===== config.mk =====
export PLATFORM = sky130hd
export DESIGN_NAME = uart_tx
export DESIGN_NICKNAME = d
export VERILOG_FILES = /design/src/rtl/uart_tx.sv
export SDC_FILE = /design/constraint.sdc
export NUM_CORES = 1
export LEC_CHECK = 0
export CORE_UTILIZATION = 58
export CTS_CLUSTER_SIZE = 30
export DETAILED_ROUTE_END_ITERATION = 16
export GPL_TIMING_DRIVEN = 1
export PLACE_DENSITY = 0.83
export SYNTH_ARGS = -nofsm -noshare
export SYNTH_HDL_FRONTEND = slang
export SYNTH_SLANG_ARGS = --single-unit

===== constraint.sdc =====
create_clock -name clk -period 4.6 [get_ports clk]
set_input_delay 1.38 -clock clk [delete_from_list [all_inputs] [get_ports clk]]
set_output_delay 1.38 -clock clk [all_outputs]
set_load 0.03 [all_outputs]

===== src/rtl/uart_tx.sv =====
// Tick-driven UART transmitter: 8 data bits LSB first, STOP_BITS stop bits,
// with a one-byte holding register so consecutive frames run with no idle gap.
module uart_tx #(
  parameter int DATA_BITS = 8,
  parameter int STOP_BITS = 1
) (
  input  logic                 clk,
  input  logic                 rst_n,
  input  logic                 tick,
  input  logic                 tx_valid,
  input  logic [DATA_BITS-1:0] tx_data,
  output logic                 tx_ready,
  output logic                 tx_line,
  output logic                 tx_busy,
  output logic                 tx_done
);

  localparam logic [2:0] LAST_IDX  = 3'(DATA_BITS - 1);
  localparam logic       LAST_STOP = 1'(STOP_BITS - 1);

  typedef enum logic [1:0] {IDLE, START, DATA, STOP} state_t;

  state_t               state, state_nxt;
  logic [DATA_BITS-1:0] hold, hold_nxt;
  logic [DATA_BITS-1:0] shift, shift_nxt;
  logic [2:0]           bit_idx, bit_idx_nxt;
  logic                 stop_cnt, stop_cnt_nxt;
  logic                 ready_nxt, line_nxt, busy_nxt, done_nxt;
  logic                 load;

  always_ff @(posedge clk or negedge rst_n) begin
    if (!rst_n) begin
      state    <= IDLE;
      hold     <= '0;
      shift    <= '0;
      bit_idx  <= '0;
      stop_cnt <= 1'b0;
      tx_ready <= 1'b1;
      tx_line  <= 1'b1;
      tx_busy  <= 1'b0;
      tx_done  <= 1'b0;
    end else begin
      state    <= state_nxt;
      hold     <= hold_nxt;
      shift    <= shift_nxt;
      bit_idx  <= bit_idx_nxt;
      stop_cnt <= stop_cnt_nxt;
      tx_ready <= ready_nxt;
      tx_line  <= line_nxt;
      tx_busy  <= busy_nxt;
      tx_done  <= done_nxt;
    end
  end

  // tx_ready low means the holding register is full; a tick in IDLE or at the
  // end of the last stop bit then moves it straight into the shift register.
  always_comb begin
    state_nxt    = state;
    hold_nxt     = hold;
    shift_nxt    = shift;
    bit_idx_nxt  = bit_idx;
    stop_cnt_nxt = stop_cnt;
    ready_nxt    = tx_ready;
    line_nxt     = tx_line;
    busy_nxt     = tx_busy;
    done_nxt     = 1'b0;
    load         = 1'b0;

    if (tick) begin
      unique case (state)
        IDLE: begin
          if (!tx_ready) load = 1'b1;
        end
        START: begin
          line_nxt    = shift[0];
          shift_nxt   = shift >> 1;
          bit_idx_nxt = 3'd0;
          state_nxt   = DATA;
        end
        DATA: begin
          if (bit_idx == LAST_IDX) begin
            line_nxt     = 1'b1;
            stop_cnt_nxt = 1'b0;
            state_nxt    = STOP;
          end else begin
            line_nxt    = shift[0];
            shift_nxt   = shift >> 1;
            bit_idx_nxt = bit_idx + 3'd1;
          end
        end
        STOP: begin
          if (stop_cnt != LAST_STOP) begin
            stop_cnt_nxt = stop_cnt + 1'b1;
            line_nxt     = 1'b1;
          end else begin
            done_nxt = 1'b1;
            if (!tx_ready) begin
              load = 1'b1;
            end else begin
              line_nxt  = 1'b1;
              busy_nxt  = 1'b0;
              state_nxt = IDLE;
            end
          end
        end
        default: state_nxt = IDLE;
      endcase
    end

    // An accept needs an empty holding register, so it can never collide with a load.
    if (load) begin
      shift_nxt = hold;
      hold_nxt  = '0;
      ready_nxt = 1'b1;
      line_nxt  = 1'b0;
      busy_nxt  = 1'b1;
      state_nxt = START;
    end else if (tx_valid && tx_ready) begin
      hold_nxt  = tx_data;
      ready_nxt = 1'b0;
    end
  end

endmodule


-- Word level (Yosys, flattened, before mapping)
Index checks and enable logic that the tools add are counted.
- register bits: 26
- input port bits: 12
- output and inout port bits: 4
- word-level logic and storage cells: 76
- add/sub/neg operators: 2
- equality and inequality tests: 12
- mux-type cells: 37
- reductions and logical operators: 16
- operator list (operator ; number):
    two-way mux 8 bit ; 5
    two-way mux 1 bit ; 20
    case mux 8 bit (2 select lines) ; 1
    != test 3 bit (second input constant) ; 4
    AND reduction 3 bit ; 4
    nonzero test 2 bit ; 6
    two-way mux 2 bit ; 5
    case mux 2 bit (3 select lines) ; 1
    case mux 3 bit (2 select lines) ; 1
    AND reduction 5 bit ; 1
    == test 2 bit (second input constant) ; 2
    != test 2 bit (second input constant) ; 2
    != test 4 bit (second input constant) ; 1
    case mux 1 bit (2 select lines) ; 2
    AND reduction 4 bit ; 1
    nonzero test 4 bit ; 1
    adder 3 x 1 -> 3 bit (second input constant) ; 1
    == test 3 bit (second input constant) ; 1
    two-way mux 3 bit ; 1
    case mux 1 bit (3 select lines) ; 1
    nonzero test 3 bit ; 1
    == test 2 x 1 -> 1 bit (second input constant) ; 1
    logical NOT 2 bit ; 1
    != test 2 x 1 -> 1 bit (second input constant) ; 1
    other kinds (2) ; 2

-- Logic depth before layout (Yosys ltp)
Gate-level depths: netlist of the first run.
- depth in word-level cells: 6
- gate-level depth with buffers: 7
- mapped depth without buffers: 6

-- Least setup slack after synthesis of the first run
OpenSTA, ideal clock, no wires.
- kind: input port to flip-flop
- start point: in tick
- end point: reg shift[6]
- library setup time: 0.073 ns
- arrival: 1.986 ns
- data required time: 4.527 ns
- setup slack: 2.541 ns
- stages on the path: 4
- path buffers: 1
- cell sequence: nor3b_4 buf_6 a21oi_2 a21oi_2
- word-level cells in the longest chain between the ends: 3
- elaborated cells between the ends (all ways): 6
- those cells by class: eq/ne (1); mux (2); reduce/logical (3)
- ends and longest elaborated chain (element ; RTL line ; text):
    start, declared ; 9 ; input logic tick,
    two-way mux 1 bit ; 69 ; if (tick) begin
    != test 3 bit (no line), or another cell as far along ; -- ;
    AND reduction 3 bit (no line) ; -- ;
    end signal, assigned ; 45 ; shift <= shift_nxt;
    end, declared ; 25 ; logic [DATA_BITS-1:0] shift, shift_nxt;
Several ways; a longest one is shown, not always the timed one.
A chain may end at the register's enable or synchronous reset.

-- Worst setup path in the final report of the first run
- start point: reg tx_ready
- end point: out tx_ready
- RTL lines (element ; RTL line ; text):
    start, declared ; 12 ; output logic tx_ready,
    start signal, assigned ; 48 ; tx_ready <= ready_nxt;
No word-level cell between the ends.

==> impl_metrics.yaml, run 1 <==
outcome:
  status: "completed"
synth:
  syn_nets: 163
  yosysTopAreaCellShare: 0.4368
  syn_area_um2: 1318
  synthCells: 143
  synth_seq_cells: 25
  yosysTopAreaCell: "dfrtp_1"
  ys_types: 29
  synthTopCellsByArea: "dfrtp_1, nand2_1, ha_1, a21oi_1, o21ai_0"
  seq_area_frac_synth: 0.4767
  synth_warnings: 0
  synth_area_per_cell_um2: 9.213
cts:
  cts_tree: "done"
  cts_buffer_depth: 2
  cts-htree-levels: 1
  clock-sinks: 25
  cts_made_buffers: 3
  cts_root_buffer: "clkbuf_4"
  cts_setup_buffers: 0
  postCtsHoldBufs: 0
  clk_pin_slew_worst_paths_ps: 130
  clock_latency_ps: 310
  cts_resized: 0
die:
  fp.coreArea_um2: 2042
  die_h_um: 49.66
  io_pins: 16
  rows: 16
  fp.dieW_um: 49.66
  start_util: 0.6452
  dieArea_um2: 2466
detailed_routing:
  drt_iter0_drc: 38
  routed_wl_mm: 2.671
  drtPass1Iterations: 4
  drc: 0
  route.detailed.wl_per_inst_um: 14.52
  ant_nets: 0
  vias: 1068
  via_per_inst: 5.804
setup_path:
  cp_max_fo: 12
  slowest_delay_ps: 710
  crit_chain: "clkdlybuf4s50_1"
  rrSetupSlack_ps: 2550
  timing.rr.end: "shift[2]"
  worstPathArrival_ps: 1690
  cp_num_cells: 1
  startpoint: "tx_ready"
  start_kind: "flip-flop"
  crit_buf_inv: 1
  slowest_stage: "clkdlybuf4s50_1"
  r2r-start: "state[1]"
  endpoint_kind: "primary output"
  crit_family: "buffers and inverters"
  crit_type: "reg -> out"
  reg2reg_depth: 6
  crit_required_ps: 3220
  worstSetupEndpoint: "tx_ready"
global_routing:
  grt_util_all_layers: 0.2421
  antenna_found_initial: 0
  first_global_vias: 992
  grt_max_degree: 26
  grt_pass1_wl_mm: 4.581
  grt.overflow.total: 0
cells_and_area:
  antenna-diode-count: 0
  post-route-util: 0.7316
  drive_gt1_frac: 0.1019
  layout.nets: 178
  finalNonFillerCells: 184
  nFillCells: 155
  synthToLayoutAreaGrowth_pct: 13.39
placement:
  hpwl_mm: 1.959
  globalplace.congestion: 0.9346
  portBuffers: 15
  dp.cells: 180
timing:
  final_hold_viol_count: 0
  rsz0062_at_grt: "no"
  relSlewSlack: 0.2849
  min_period_over_period: 0.6670
  fin_hold_ws_ps: 498.4
  skew_ps: 7.357
  tns_ps: 0
  fmax_mhz: 325.9
  fin_crit_ps: 3068
  drv_slew: 0
  worst_pin_slew_ps: 1069
  setup_viol: 0
pwr:
  power_uw: 994.5
  peakVddDrop_v: 0.0004973
  p_leak_uw: 0.0006723
  power_density_nw_per_um2: 665.7
job:
  max_cap_viol_count: 0
min_path:
  worstHoldPathType: "reg -> reg"
## placed cells by master (no fill, tap or decap), types with 3 or more instances in the layout
cell             synthesis  routed
nand2_1                 32      32
dfrtp_1                 23      23
a21oi_1                 18      18
clkdlybuf4s50_1          0      15
o21ai_0                 14      14
nor2_1                   9       9
ha_1                     8       8
inv_1                    6       6
a21oi_2                  3       3
clkbuf_4                 0       3
## cells in the mapped netlist
library cell   n
buf_6          1
buf_2          3
nor2b_1        1
o21bai_2       1
ha_1           8
nand2_1       32
o21ai_0       14
and4b_1        1
mux2_2         1
nand3_1        2
inv_1          6
o32ai_1        1
buf_4          1
nor3_1         1
o211ai_1       2
and2_1         2
a21oi_1       18
nor3b_4        1
o21ai_2        1
dfrtp_1       23
o21ba_2        1
a22oi_1        2
dfstp_2        2
nand3b_2       1
a21o_2         2
a21oi_2        3
a22o_1         1
nor2_1         9
a31oi_1        2
## power by group
part           switching, uW  internal, uW  leakage [uW]
combinational            287           203      0.000349
clock                   61.6          33.9     0.0000150
sequential              81.9           326      0.000308
total                    431           564      0.000672
## cells by family (layout without fill, tap and decap cells)
family | count (synthesis) | count (layout) | share of synthesized area
buffers and inverters | 11 | 25 | 0.04273
adders and majority gates | 8 | 8 | 0.07598
AOI/OAI and AO/OA | 48 | 48 | 0.2232
muxes | 1 | 1 | 0.008546
and+or+nand+nor | 50 | 50 | 0.1728
DFF | 25 | 25 | 0.4767
## sequential cells by signal, summed over array words and instances, names as in the netlist
signal / count
hold: 8
state: 2
tx_line: 1
tx_done: 1
tx_ready: 1
tx_busy: 1
bit_idx: 3
shift: 8
## how the worst min path moves through the flow
stage / from / to / slack (ps) / cells past startpoint
finish: tx_line / tx_line / 500 / 2
global route: tx_line / tx_line / 520 / 2
CTS: tx_line / tx_line / 500 / 2
detailed placement: tx_line / tx_line / 480 / 2
global placement: hold[7] / shift[7] / 460 / 2
floorplan: hold[7] / shift[7] / 440 / 2
## routing by layer
layer,routed length [um],part of all wire,global-route usage
met1,1192,0.45,0.3266
met2,1322,0.49,0.4144
met3,142,0.053,0.05556
met4,12,0.0045,0.01429
met5,0,0,0
## cell type report
cell class                      count  area, um2  share of cell area
Tap cell                           27      33.78             0.02261
Multi-Input combinational cell    107      633.1              0.4238
Clock buffer                        4      26.28             0.01759
Inverter                            6      22.52             0.01508
Timing Repair Buffer               15      150.1              0.1005
Sequential cell                    25      628.1              0.4204
## through the flow
stage | area, um2 | setup WS, ps
final | 1494 | 1532
after global routing | 1494 | 1483
after CTS | 1494 | 1531
after detailed placement | 1468 | 1473
after global placement | 1468 | 1573
after floorplan | 1318 | 2541
No activity file was read; power rests on OpenSTA's default activity.
==> inputs of run 2 (changes only) <==
CORE_UTILIZATION = 54   (was 58)
PLACE_DENSITY = 0.78   (was 0.83)
clock period = 3.05 ns   (was 4.6 ns; I/O delays follow)
==> run 2 against run 1 <==
Net effect:
- first-iteration DRC count decreased by 11%
- utilization shrank 6.3 points
- clock skew shrank 0.91 ps
- sequential power is 50% higher
- sequential cell count unchanged
- critical path type unchanged
- cell count rose by 1.1%
==> impl_metrics.yaml, run 2 (synthesis results as in run 1) <==
placement:
  globalplace.congestion: 0.8915
  hpwl_mm: 1.811
  dp.cells: 182
  portBuffers: 15
cells_and_area:
  antenna-diode-count: 0
  largestRegisters: "hold (8), shift (8), bit_idx (3)"
  finalNonFillerCells: 186
  layout_common_cells: "nand2_1, dfrtp_1, a21oi_1"
  drive_gt1_frac: 0.1139
  synthToLayoutAreaGrowth_pct: 14.34
  final_common_cell: "nand2_1"
  post-route-util: 0.6681
  layout.nets: 179
detailed_routing:
  via_per_inst: 5.634
  route.detailed.wl_per_inst_um: 14.05
  routed_wl_mm: 2.613
  ant_nets: 0
  drt_iter0_drc: 34
  drc: 0
  vias: 1048
  drtPass1Iterations: 4
cts:
  clk_pin_slew_worst_paths_ps: 140
  cts_tree: "done"
  cts_root_buffer: "clkbuf_4"
  clock_latency_ps: 320
  postCtsHoldBufs: 0
  clock-sinks: 25
  cts-htree-levels: 1
  cts_setup_buffers: 0
  cts_made_buffers: 3
  cts_resized: 0
  cts_buffer_depth: 2
setup_path:
  worstPathArrival_ps: 1710
  crit_required_ps: 2130
  crit_family: "buffers and inverters"
  slowest_delay_ps: 710
  crit_chain: "clkdlybuf4s50_1"
  crit_buf_inv: 1
  slowest_stage: "clkdlybuf4s50_1"
  cp_max_fo: 12
  endpoint_kind: "primary output"
  crit_type: "reg -> out"
  start_kind: "flip-flop"
die:
  die_h_um: 51.40
  io_pins: 16
  rows: 17
  fp.coreArea_um2: 2255
  start_util: 0.5844
  fp.dieW_um: 51.40
  dieArea_um2: 2641
global_routing:
  grt.overflow.total: 0
  first_global_vias: 977
  use_met2: 0.3463
  grt_use_met3: 0.05357
  grt_pass1_wl_mm: 4.464
  grt_util_all_layers: 0.2304
  grt_max_degree: 26
  antenna_found_initial: 0
  busiest_layer: "met2"
  grt_util_met1: 0.3166
timing:
  fin_crit_ps: 2629
  fmax_mhz: 380.3
  worst_pin_slew_ps: 626.0
  tns_ps: 0
  setup_viol: 0
  drv_slew: 0
  relSlewSlack: 0.5823
  final_hold_viol_count: 0
  rsz0062_at_grt: "no"
  min_period_over_period: 0.8621
  skew_ps: 6.444
pwr:
  p_leak_uw: 0.0006761
  power_density_nw_per_um2: 999.6
  peakVddDrop_v: 0.0007736
job:
  max_cap_viol_count: 0
min_path:
  worstHoldPathType: "reg -> reg"
outcome:
  status: "completed"
==> run 2: path summary, 6_finish.rpt <==
| check | startpoint | to | slack (ps) | cells past startpoint |
|---|---|---|---|---|
| hold reg to reg | hold[7] | shift[7] | 500 | 2 |
| setup / recovery | tx_ready | tx_ready | 420 | 1 |
| min in group asynchronous | rst_n | bit_idx[1] | 930 | 2 |
| max in group asynchronous | rst_n | tx_ready | 1820 | 2 |
| setup reg to reg | state[1] | shift[4] | 1010 | 6 |
| hold / removal | hold[7] | shift[7] | 500 | 2 |
==> run 2: cell type report <==
| cell class | count | area (um2) |
|---|---|---|
| fill | 189 | 748.2 |
| clock inverter | 1 | 7.507 |
| sequential | 25 | 628.1 |
| clock buffer | 3 | 22.52 |
| tap | 28 | 35.03 |
| multi-input combinational | 107 | 633.1 |
| inverter | 6 | 22.52 |
| timing repair buffer | 16 | 157.7 |
==> run 2: layer usage <==
layer	wire, um	share of wire
met1	1265	0.48
met2	1223	0.47
met3	107	0.041
met4	16	0.0061
met5	0	0
==> run 2: where the power goes <==
part	switching (uW)	leakage, uW	internal [uW]
sequential	118	0.000308	492
combinational	433	0.000354	309
clock	103	0.0000139	50.1
total	654	0.000676	851
==> run 2: through the flow <==
| stage | hold WS (ps) | total power, uW | area, um2 | setup slack, ps |
|---|---|---|---|---|
| 2_1_floorplan | 437.4 | 1150 | 1318 | 1355 |
| 3_3_place_gp | 461.6 | 1298 | 1476 | 493.6 |
| 3_5_place_dp | 460.7 | 1345 | 1476 | 429.3 |
| 4_1_cts | 495.2 | 1505 | 1506 | 416.0 |
| 5_1_grt | 525.3 | 1628 | 1506 | 359.1 |
| 6_report | 496.8 | 1506 | 1506 | 420.6 |
